File: config.mk
export PLATFORM = sky130hd
export DESIGN_NAME = check_flow
export DESIGN_NICKNAME = d
export VERILOG_FILES = /design/src/rtl/check_flow.sv
export SDC_FILE = /design/constraint.sdc
export NUM_CORES = 1
export LEC_CHECK = 0
export CAP_MARGIN = 20
export CORE_MARGIN = 4
export CORE_UTILIZATION = 26
export CTS_CLUSTER_DIAMETER = 80
export DETAILED_ROUTE_END_ITERATION = 7
export GPL_TIMING_DRIVEN = 0
export PLACE_DENSITY = 0.85
export SKIP_LAST_GASP = 1
export SYNTH_ARGS = -nofsm -noshare
export SYNTH_HDL_FRONTEND = slang
export SYNTH_SLANG_ARGS = --single-unit
File: constraint.sdc
create_clock -name check_flow_clk -period 1 [get_ports check_flow_clk]
set_input_delay 0.2 -clock check_flow_clk [delete_from_list [all_inputs] [get_ports check_flow_clk]]
set_output_delay 0.2 -clock check_flow_clk [all_outputs]
set_load 0.005 [all_outputs]
File: src/rtl/check_flow.sv
// check_flow: overflow/underflow detector downstream of the counter stage.
// It compares counter_value with its one-clock-delayed copy to find wraps.
// Wrap events are reported as one-clock pulses and as sticky TSR status bits.
// TIER enables gate the TSR bits onto a single interrupt line.
// Optional build macro: CHECK_FLOW_IRQ_REG_EN.
//   Defined: irq comes from a flop loaded with the next-state tsr/tier.
//   Undefined: irq is combinational from the registered tsr/tier.
//   Both builds give the same cycle timing.
`timescale 1ns/1ps

module check_flow #(
  parameter int CNT_WIDTH = 8
) (
  input  logic                 check_flow_clk,
  input  logic                 check_flow_reset,
  input  logic [CNT_WIDTH-1:0] check_flow_cnt_value,
  input  logic [CNT_WIDTH-1:0] check_flow_cnt_last,
  input  logic                 check_flow_tcr_up_down,
  input  logic                 check_flow_tcr_enable,
  input  logic                 check_flow_tcr_load,
  input  logic                 check_flow_tsr_wr,
  input  logic [1:0]           check_flow_tsr_wdata,
  input  logic                 check_flow_tier_wr,
  input  logic [1:0]           check_flow_tier_wdata,
  output logic                 check_flow_ovf_pulse,
  output logic                 check_flow_udf_pulse,
  output logic [1:0]           check_flow_tsr,
  output logic [1:0]           check_flow_tier,
  output logic                 check_flow_irq
);

  localparam logic [CNT_WIDTH-1:0] CNT_MAX  = {CNT_WIDTH{1'b1}};
  localparam logic [CNT_WIDTH-1:0] CNT_ZERO = '0;

  logic       r_load_d;
  logic       r_ovf_pulse;
  logic       r_udf_pulse;
  logic [1:0] r_tsr;
  logic [1:0] r_tier;

  logic       w_blk;
  logic       w_ovf_cond;
  logic       w_udf_cond;
  logic [1:0] w_tsr_cleared;
  logic [1:0] w_tsr_next;
  logic [1:0] w_tier_next;

  // A load jumps the counter arbitrarily.
  // Mask detection in the load clock and in the clock after it, while the delayed copy catches up.
  assign w_blk = check_flow_tcr_load | r_load_d;

  // A wrap only counts when it matches the current count direction.
  // A direction change mid-wrap is not an event.
  assign w_ovf_cond = (check_flow_cnt_last == CNT_MAX) && (check_flow_cnt_value == CNT_ZERO) &&
                      !check_flow_tcr_up_down && check_flow_tcr_enable && !w_blk;
  assign w_udf_cond = (check_flow_cnt_last == CNT_ZERO) && (check_flow_cnt_value == CNT_MAX) &&
                      check_flow_tcr_up_down && check_flow_tcr_enable && !w_blk;

  // Software writes of 0 clear a bit; a hardware set in the same clock overrides the clear.
  assign w_tsr_cleared = check_flow_tsr_wr ? (r_tsr & check_flow_tsr_wdata) : r_tsr;
  assign w_tsr_next    = w_tsr_cleared | {w_udf_cond, w_ovf_cond};
  assign w_tier_next   = check_flow_tier_wr ? check_flow_tier_wdata : r_tier;

  // Load-delay flop, event pulses and the status/enable registers.
  always_ff @(posedge check_flow_clk or posedge check_flow_reset) begin
    if (check_flow_reset) begin
      r_load_d    <= 1'b0;
      r_ovf_pulse <= 1'b0;
      r_udf_pulse <= 1'b0;
      r_tsr       <= 2'b00;
      r_tier      <= 2'b00;
    end else begin
      r_load_d    <= check_flow_tcr_load;
      r_ovf_pulse <= w_ovf_cond;
      r_udf_pulse <= w_udf_cond;
      r_tsr       <= w_tsr_next;
      r_tier      <= w_tier_next;
    end
  end

`ifdef CHECK_FLOW_IRQ_REG_EN
  logic r_irq;

  // Registered irq is built from next-state values.
  // It therefore rises and falls on the same edge as the tsr/tier bits that cause it.
  always_ff @(posedge check_flow_clk or posedge check_flow_reset) begin
    if (check_flow_reset) begin
      r_irq <= 1'b0;
    end else begin
      r_irq <= |(w_tsr_next & w_tier_next);
    end
  end

  assign check_flow_irq = r_irq;
`else
  assign check_flow_irq = |(r_tsr & r_tier);
`endif

  assign check_flow_ovf_pulse = r_ovf_pulse;
  assign check_flow_udf_pulse = r_udf_pulse;
  assign check_flow_tsr       = r_tsr;
  assign check_flow_tier      = r_tier;

endmodule
==> impl_metrics.yaml, run 1 <==
global_route:
  grt_usage_pct: 11.89
  grt_pass1_wl_um: 1731
  antenna_found_initial: 0
  grt_pass1_vias: 455
  grt_max_degree: 8
  grt_overflow_total: 0
yosys:
  yosysMostFrequentCell: "dfrtp_1"
  yosysSeqAreaShare_pct: 47.46
  synth_top_area_share_pct: 47.46
  async_flop_share_pct: 100.0
  synth.distinct_cells: 19
  synth.area.top_cells: "dfrtp_1, nand4b_1, mux2_2"
  syn-num-nets: 59
  yosysTopAreaCell: "dfrtp_1"
  synth.avg_cell_area_um2: 11.53
  yosys-top-cells-count: "dfrtp_1, nand4b_1, nor2_1"
  synth_cells: 32
  synth_area_um2: 369.1
  synth_ff_type: "dfrtp_1"
  synth-seq-cells: 7
  synth-edff-count: 0
  synth_warnings: 0
finish:
  fillCellCount: 127
  utilization_pct: 57.36
  syn2layout_area_growth_pct: 104.7
  fin_nets: 101
  insertedDiodeCount: 0
  final_layout_size_suffix_gt1_share_pct: 28.77
min_path:
  hold_path.class: "in -> async"
placement:
  place_ws_ns: -0.4251
  dp_hpwl_um: 931.1
  place_congestion: 0.7037
  io_buffers: 33
power:
  leakagePower_nw: 0.3562
  switching_share_pct: 21.02
  p_comb_share_pct: 22.0
  peakVddDrop_mv: 0.5011
  seqPwrFrac_pct: 43.0
  internal_power_mw: 0.5526
  power.share.clock_pct: 35.0
  switching_power_mw: 0.1471
  power_density_nw_per_um2: 925.9
  totalPowerFinal_mw: 0.6997
routing:
  drt_first_pass_iters: 1
  ant_nets: 0
  wl_um: 1071
  routed.top_layer: "met3"
  post_drt_via_cell_ratio: 4.909
  drtIter0Drc: 0
  drc_errors: 0
  via_count: 432
  met3_length_um: 140
  wl_met2_um: 525
  post_drt_wl_per_cell_um: 12.17
  met1_length_um: 406
clock_network:
  cts_buffer_depth: 2
  clock-root-buffer: "clkbuf_4"
  htree_levels: 1
  clk_pin_slew_worst_paths_ns: 0.05
  insertion_delay_ns: 0.24
  clock-sinks: 7
  ctsHoldBuffers: 0
  cts_buffers: 3
  cts_tree: "done"
timing:
  setup_tns_ns: -0.3729
  tightest_slew_ns: 0.2606
  setup_violations: 5
  fin_crit_ns: 1.181
  timing.final.ws_setup_ns: -0.1815
  fmax_mhz: 846.4
  final_hold_viol_count: 0
  drv_slew: 0
  fin_crit_sh_pct: 118.1
  slew_headroom_pct: 82.61
  whs_ns: 0.1861
  rsz0062_at_grt: "true"
  clock_skew_ns: 0.0006840
run_status:
  violations: "setup timing"
  outcome: "complete, but fails checks"
floorplan:
  rows: 13
  initial_utilization_pct: 28.02
  die_w_um: 45.68
  die_y_um: 45.68
  pin_count: 34
  core-area_um2: 1318
  die_area_um2: 2086
critical_path:
  worstSetupPathType: "reg -> out"
  end_kind: "output port"
  cp-start-kind: "flip-flop"
  rr_startpoint: "r_load_d"
  worstSetupStartpoint: "check_flow_tsr[0]"
  crit-reg2reg-capture: "check_flow_tsr[0]"
  cp_max_fo: 2
  critical_path_required_ns: 0.80
  critPathArrivalTime_ns: 0.98
  r2r_setup_slack_ns: -0.02
  reg2regPathDepth: 3
job:
  maxCapViolCount: 0
per-stage QoR:
| stage | std cells | cell area (um2) |
|---|---|---|
| after floorplan | 32 | 369.1 |
| after global placement | 80 | 718.2 |
| after detailed placement | 80 | 718.2 |
| after CTS | 88 | 750.7 |
| after global routing | 88 | 755.7 |
| final | 88 | 755.7 |
metal layers:
layer / global-route usage, % / up-vias
met5: 0 / -
met4: 3.509 / 0
met3: 5.138 / 0
met2: 21.73 / 25
met1: 11.95 / 195
li1: - / 212
cells by family (layout without fill, tap and decap cells):
| kind of cell | after synthesis | count (layout) | synth area share, % |
|---|---|---|---|
| and+or+nand+nor | 16 | 16 | 31.53 |
| DFF | 7 | 7 | 47.46 |
| buffers and inverters | 2 | 43 | 2.035 |
| muxes | 2 | 2 | 6.101 |
| AOI/OAI and AO/OA | 5 | 5 | 12.88 |
power by group through the flow:
stage / registers (mW) / logic [mW] / clock network, mW
detailed placement: 0.305 / 0.163 / 0
global placement: 0.305 / 0.159 / 0
finish: 0.301 / 0.154 / 0.245
floorplan: 0.305 / 0.0288 / 0
CTS: 0.300 / 0.148 / 0.261
global route: 0.303 / 0.166 / 0.275
layout by cell type (no fill, tap or decap):
master / n
dfrtp_1: 7
o21a_1: 1
o41ai_2: 1
nor4b_2: 2
nand4b_1: 3
and3_1: 1
and4_1: 1
nor4_2: 1
clkdlybuf4s50_1: 14
a22o_1: 1
a41o_1: 1
nand4_1: 1
nand2_1: 2
nor4_1: 1
buf_6: 4
clkbuf_2: 1
dlygate4sd2_1: 12
clkbuf_1: 1
nor3b_2: 1
nor2_1: 3
o21ai_0: 1
buf_2: 4
buf_4: 2
inv_1: 2
mux2_2: 2
clkbuf_4: 3
final cells by class:
class                   instances  area (um2)  area share (%)
well taps                      15       18.77           2.483
multi-input cells              23       197.7           26.16
repair buffers                 37       330.3           43.71
flip-flops and latches          7       175.2           23.18
clock buffers                   4       26.28           3.477
inverters                       2       7.507          0.9934
worst max path at each step:
stage,to,slack (ns)
after CTS,check_flow_irq,-0.19
after detailed placement,check_flow_tsr[0],-0.43
after global routing,check_flow_irq,-0.22
final,check_flow_irq,-0.18
after floorplan,check_flow_tsr[0],0.01
after global placement,check_flow_tsr[0],-0.40
what timing repair did:
item / 4_1_cts / 5_1_grt
gates resized for setup: 42 / 3
setup buffers: 4 / 0
endpoints found under the setup margin: 11 / 8
pin swaps: 9 / 4
registers in the layout, summed over array words and instances (netlist names):
name / cells
check_flow_tier: 2
check_flow_udf_pulse: 1
check_flow_tsr: 2
check_flow_ovf_pulse: 1
r_load_d: 1
worst max-delay path, cell delays in order, from the launching register on:
cell and delay [ns]:
dfrtp_1 0.38, a22o_1 0.23, buf_2 0.12
(Power assumes the default switching activity.)
==> inputs of run 2 (changes only) <==
CTS_CLUSTER_DIAMETER = 30   (was 80)
==> results of run 2 <==
Final layout, timing and power as in run 1 (identical DEF).
